===== src/rtl/mux_scan_ctrl.sv =====
// Sweeps an external mux select from 0 to NUM_INPUTS-1, samples its output bit
// after a settle delay at each index, and publishes the reassembled word with a done pulse.
module mux_scan_ctrl #(
    parameter int NUM_INPUTS    = 8,
    parameter int SETTLE_CYCLES = 1,
    localparam int SW           = $clog2(NUM_INPUTS)
) (
    input  logic                  i_clk,
    input  logic                  i_rst,
    input  logic                  i_start,
    input  logic                  i_mux_out,
    output logic [SW-1:0]         o_sel,
    output logic                  o_busy,
    output logic                  o_done,
    output logic [NUM_INPUTS-1:0] o_word
);

    localparam int CW = $clog2(SETTLE_CYCLES + 1);

    typedef enum logic [1:0] {
        S_IDLE,
        S_SETTLE,
        S_SAMPLE,
        S_DONE
    } state_t;

    state_t                r_state;
    state_t                w_next;
    logic [CW-1:0]         r_cnt;
    logic [SW-1:0]         r_idx;
    logic [NUM_INPUTS-1:0] r_scratch;
    logic [NUM_INPUTS-1:0] r_word;
    logic [NUM_INPUTS-1:0] w_merged;
    logic                  w_settleDone;
    logic                  w_lastIdx;

    assign w_settleDone = (r_cnt == CW'(SETTLE_CYCLES - 1));
    assign w_lastIdx    = (r_idx == SW'(NUM_INPUTS - 1));

    // Scratch word with the bit currently being sampled already merged in
    always_comb begin
        w_merged        = r_scratch;
        w_merged[r_idx] = i_mux_out;
    end

    always_ff @(posedge i_clk) begin
        if (i_rst) begin
            r_state <= S_IDLE;
        end else begin
            r_state <= w_next;
        end
    end

    always_comb begin
        w_next = r_state;
        o_busy = 1'b0;
        o_done = 1'b0;
        case (r_state)
            S_IDLE: begin
                if (i_start) begin
                    w_next = S_SETTLE;
                end
            end
            S_SETTLE: begin
                o_busy = 1'b1;
                if (w_settleDone) begin
                    w_next = S_SAMPLE;
                end
            end
            S_SAMPLE: begin
                o_busy = 1'b1;
                w_next = w_lastIdx ? S_DONE : S_SETTLE;
            end
            S_DONE: begin
                o_done = 1'b1;
                w_next = S_IDLE;
            end
            default: begin
                w_next = S_IDLE;
            end
        endcase
    end

    // The index is cleared leaving DONE so IDLE always presents sel=0
    always_ff @(posedge i_clk) begin
        if (i_rst) begin
            r_cnt     <= '0;
            r_idx     <= '0;
            r_scratch <= '0;
            r_word    <= '0;
        end else begin
            case (r_state)
                S_IDLE: begin
                    r_idx <= '0;
                    if (i_start) begin
                        r_scratch <= '0;
                        r_cnt     <= '0;
                    end
                end
                S_SETTLE: begin
                    r_cnt <= r_cnt + CW'(1);
                end
                S_SAMPLE: begin
                    r_scratch <= w_merged;
                    r_cnt     <= '0;
                    if (w_lastIdx) begin
                        r_word <= w_merged;
                    end else begin
                        r_idx <= r_idx + SW'(1);
                    end
                end
                S_DONE: begin
                    r_idx <= '0;
                end
                default: begin
                    r_idx <= '0;
                end
            endcase
        end
    end

    assign o_sel  = r_idx;
    assign o_word = r_word;

endmodule


===== config.mk =====
export PLATFORM = sky130hd
export DESIGN_NAME = mux_scan_ctrl
export DESIGN_NICKNAME = d
export VERILOG_FILES = /design/src/rtl/mux_scan_ctrl.sv
export SDC_FILE = /design/constraint.sdc
export NUM_CORES = 1
export LEC_CHECK = 0
export BUFFER_PORTS_ARGS = -buffer_cell sky130_fd_sc_hd__buf_2
export CORE_MARGIN = 2
export CORE_UTILIZATION = 55
export DETAILED_ROUTE_END_ITERATION = 10
export GPL_TIMING_DRIVEN = 0
export PLACE_DENSITY = 0.87
export SETUP_SLACK_MARGIN = 0.02
export SYNTH_ARGS = -nofsm -noshare
export SYNTH_HDL_FRONTEND = slang
export SYNTH_SLANG_ARGS = --single-unit

===== constraint.sdc =====
create_clock -name i_clk -period 3.6 [get_ports i_clk]
set_input_delay 0.36 -clock i_clk [delete_from_list [all_inputs] [get_ports i_clk]]
set_output_delay 0.36 -clock i_clk [all_outputs]
set_load 0.01 [all_outputs]

# [Word level (Yosys, flattened, before mapping)]
# Index checks and enable logic that the tools add are counted.
[word_totals] input_bits=4 reg_bits=22
[classes] n_reduce_logical=12 n_eq_ne=7 addsub=2 order_cmp=2 n_mux=15
[ops] operator="8-bit one-hot mux with 2 select lines" count=1
[ops] operator="2-bit AND reduction" count=5
[ops] operator="8-bit bitwise mux" count=1
[ops] operator="8-bit 2-to-1 mux" count=1
[ops] operator="2-bit one-hot mux with 4 select lines" count=1
[ops] operator="2-bit 2-to-1 mux" count=3
[ops] operator="2-bit != test, second input constant" count=3
[ops] operator="3-bit one-hot mux with 2 select lines" count=1
[ops] operator="2-bit == test, second input constant" count=2
[ops] operator="3-bit by 4-bit less-than comparator with 1-bit output, second input constant" count=1
[ops] operator="1-bit 2-to-1 mux" count=4
[ops] operator="2-bit nonzero test" count=2
[ops] operator="2-bit OR reduction" count=2
[ops] operator="3-bit by 1-bit adder with 3-bit output, second input constant" count=1
[ops] operator="1-bit demux with 3-bit select" count=1
[ops] operator="3-bit == test, second input constant" count=1
[ops] operator="3-bit by 1-bit greater-or-equal comparator with 1-bit output, second input constant" count=1
[ops] operator="3-bit 2-to-1 mux" count=1
[ops] operator="1-bit one-hot mux with 3 select lines" count=1
[ops] operator="3-bit nonzero test" count=1
[ops] operator="2-bit by 1-bit == test with 1-bit output, second input constant" count=1
[ops] operator="2-bit zero test" count=1
[ops] operator="1-bit adder, second input constant" count=1
[ops] operator="1-bit logical AND" count=1

# [Depth between registers and ports, before layout]
[depth] word_depth=6 ltp_mapped=7 ltp_nobuf=5

# [Least setup slack after synthesis]
# No wires, ideal clock.
[synth_path] path_type="reg-to-reg" start="register r_idx[0] (netlist: o_sel[0])" end="register r_word[5] (netlist: o_word[5])" arrival_time_ns=1.295 setup_ns=0.134 n_path_buf=2 setup_slack_ns=2.172 period_less_slack_ns=1.428 stages_incl_launch_ff=8 cell_sequence="dfxtp_1 > ha_1 > ha_1 > and2_1 > clkbuf_2 > buf_4 > nor2_1 > a211oi_1"
[synth_via] elab_chain_cells=5 elab_cells_between_ends=8
[synth_rtl] element="start, declared" line="30" rtl="logic [SW-1:0] r_idx;"
[synth_rtl] element="start signal, assigned" line="109" rtl="r_idx <= r_idx + SW'(1);"
[synth_rtl] element="3-bit by 4-bit less-than comparator with 1-bit output (not written as such) or 3-bit by 1-bit greater-or-equal comparator with 1-bit output (tied branches)" line="43" rtl="w_merged[r_idx] = i_mux_out;"
[synth_rtl] element="1-bit logical AND (not written as such)" line="43"
[synth_rtl] element="1-bit 2-to-1 mux (not written as such)" line="43"
[synth_rtl] element="1-bit demux with 3-bit select" line="43"
[synth_rtl] element="8-bit bitwise mux" line="43"
[synth_rtl] element="end signal, assigned" line="107" rtl="r_word <= w_merged;"
[synth_rtl] element="end, declared" line="32" rtl="logic [NUM_INPUTS-1:0] r_word;"
# Several ways; a longest one is shown, not always the timed one.
# A chain may end at the register's enable or synchronous reset.

# [Worst setup path after layout]
[layout_path] start="register r_state[1]" end="register r_scratch[5]"
[layout_via] elab_chain_cells=3 elab_cells_between_ends=6
[layout_rtl] element="start, declared" line="27" rtl="state_t r_state;"
[layout_rtl] element="start signal, assigned" line="50" rtl="r_state <= w_next;"
[layout_rtl] element="2-bit == test or 2-bit zero test (tied branches)" line="92" rtl="case (r_state)"
[layout_rtl] element="2-bit nonzero test (no source line) or 2-bit != test (tied branches)"
[layout_rtl] element="2-bit AND reduction (no source line)"
[layout_rtl] element="end signal, assigned" line="104" rtl="r_scratch <= w_merged;"
[layout_rtl] element="end, declared" line="31" rtl="logic [NUM_INPUTS-1:0] r_scratch;"
# Several ways; a longest one is shown, not always the timed one.

==> results.toml <==
[grt]
busiest_layer = "met2"
grt_max_degree = 12
grt_pass1_wl_um = 4200
use_met3_pct = 2.98
antenna_found_initial = 0
grt_pass1_vias = 929
overflow = 0
grt_util_all_layers_pct = 21.7
grt.met2_usage_pct = 35.1
use_met1_pct = 28.1

[worst_setup_path]
slowest_delay_ns = 0.65
regToRegSetupSlack_ns = 1.82
cp_data_arrival_time_ns = 2.03
reg2reg_depth = 5
endpoint = "r_scratch[5]"
crit_family = "multiplexers"
crit_chain = "inv_1 -> ha_1 -> mux2i_1 -> nand2_1 -> a31oi_1"
slowest_stage = "mux2i_1"
cp_data_required_time_ns = 3.85
rr_endpoint = "r_scratch[5]"
end_kind = "flop"
reg2reg_from = "r_state[1]"
crit_cells = 5
crit_type = "flop to flop"
critical_path_buf_inv_count = 1
startpoint_type = "flop"
startpoint = "r_state[1]"
crit_fanout = 8

[detailed_routing]
dr.pass1.iters = 4
antenna_left = 0
drc = 0
drt_iter0_markers = 24
viasPerCell = 6.08
wl_per_cell_um = 14.8
wirelength_um = 2530
num_vias = 1039

[power_and_ir_drop]
powerDensity_nw_per_um2 = 377
max-vdd-ir-drop_v = 0.000275
p_leak_nw = 0.565

[place]
gp_congestion = 0.862
dpl.hpwl_um = 1810
dp_slack_ns = 1.91
numPortBuffers = 15

[sta]
setup_viol = 0
setup_tns_ns = 0
hold_viol = 0
worst_slew_pin_slew_ns = 0.715
max_freq_mhz = 561
rsz0062_at_grt = "no"
period_needed_ns = 1.78
worst_slack_ns = 1.82
fin_crit_sh_pct = 49.6
fin_worst_skew_ns = 0.00247
slew_viol_final = 0
max-slew-margin-rel_pct = 51.0

[logic_synthesis]
synth_fp_nets = 136
netlist_instances = 126
yosysTopAreaCellShare_pct = 37.1
ys_seq_elements = 22
yosysWarnings = 0
synthFlopType = "dfxtp_1"
syn_area_um2 = 1190
synth_area_leaders = "dfxtp_1 37%, mux2i_1 10%, ha_1 6.3%"
yosysUniqueCellTypes = 30
synth_edf_count = 0
seq_area_frac_synth_pct = 37.1
avgSynthCellArea_um2 = 9.42
synthArstFlopShare_pct = 0
yosysTopAreaCell = "dfxtp_1"

[worst_hold_path]
hold_path_class = "input port to flop"
min_delay_path_depth = 2

[finish]
layout_common_cells = "22 x buf_2, 22 x dfxtp_1, 13 x nor2_1"
area_delta_synth_final_pct = 11.1
layout-drive-gt1-share_pct = 24.3
nets = 156
n_antenna_cell = 0
fillers = 177

[floorplanning]
initial_core_util_pct = 59.3
die_x_um = 50.5
io_pins = 17
coreArea_um2 = 2000
row_count = 16
die-area_um2 = 2550
die_h_um = 50.5

[job]
max_cap_violations = 0

[cts]
cts_setup_buffers = 0
post_cts_resized = 0
ctsHoldBuffers = 0
cts-root-buf = "clkbuf_4"
clockBufferDepth = 2
clk_latency_ns = 0.32
cts_made_buffers = 3
cts_tree = "yes"
cts.sinks = 22
path_clk_slew_ns = 0.12
cts_max_level = 1

[status]
outcome = "finished, final reports clean"
[per-stage QoR]
stage / power (W) / hold slack [ns] / utilization (%) / instance area [µm²] / instances
3_5_place_dp: 0.000386 / 0.489 / 64.8 / 1300 / 168
5_1_grt: 0.000522 / 0.239 / 65.9 / 1320 / 171
2_1_floorplan: 0.000356 / 0.433 / - / 1190 / 126
3_3_place_gp: 0.000380 / 0.480 / 64.8 / 1300 / 168
4_1_cts: 0.000497 / 0.235 / 65.9 / 1320 / 171
6_report: 0.000498 / 0.245 / 65.9 / 1320 / 171
[worst min path at each step]
stage / start / endpoint / slack [ns]
3_5_place_dp: o_word[1] / o_word[1] / 0.49
2_1_floorplan: i_rst / o_word[7] / 0.43
4_1_cts: i_rst / r_state[0] / 0.24
6_report: i_rst / r_state[0] / 0.24
5_1_grt: i_rst / r_state[0] / 0.24
3_3_place_gp: r_scratch[3] / r_scratch[3] / 0.48
[where the power goes]
group          switching, W  internal [W]  leakage [nW]
combinational     0.0000770     0.0000451         0.374
sequential       0.00000810      0.000252         0.178
clock             0.0000766     0.0000393        0.0138
[flip-flops by register name, summed over array words and instances (netlist names)]
signal / count
o_word: 8
r_scratch: 8
o_sel: 3
r_state: 2
r_cnt: 1
[cell usage after synthesis, drive strengths merged (4+ instances only)]
master and instances:
nand3b 7, dfxtp 22, ha 6, nand4b 4, nor2 13, a211oi 9
a32oi 4, a21oi 6, a31oi 4, buf 9, mux2i 12, nand2 6
nand4 5
[worst reg2reg max path, cell delays in order, from the launching register on]
cell and delay (ns):
dfxtp_1 0.35, inv_1 0.12, ha_1 0.26, mux2i_1 0.65
nand2_1 0.13, a31oi_1 0.20
[area by class of cell]
class	instances	area, µm²	area share (%)
sequential	22	440	33.4
timing repair buffer	15	75.1	5.69
clock buffer	3	22.5	1.71
tap	27	33.8	2.56
multi-input combinational	90	677	51.3
buffer	12	62.6	4.74
inverter	2	7.51	0.569
[routing by layer]
metal  wire [µm]  share of wire (%)  vias up
met1        1180                 47      501
met4          56                2.2        0
met5           0                  0        -
li1            -                  -      504
met3         112                4.4        5
met2        1180                 47       29
[cell families (layout without fill, tap and decap cells)]
group                    count (synthesis)  count (layout)  synth area share [%]
AND/OR/NAND/NOR                         45              45                  24.3
buffers and inverters                   14              32                  5.90
AO/OA/AOI/OAI                           26              26                  15.3
multiplexers                            13              13                  11.1
adder cells (fa/ha/maj)                  6               6                  6.32
flip-flops                              22              22                  37.1
Note: power is estimated with default switching activity, not from simulation.
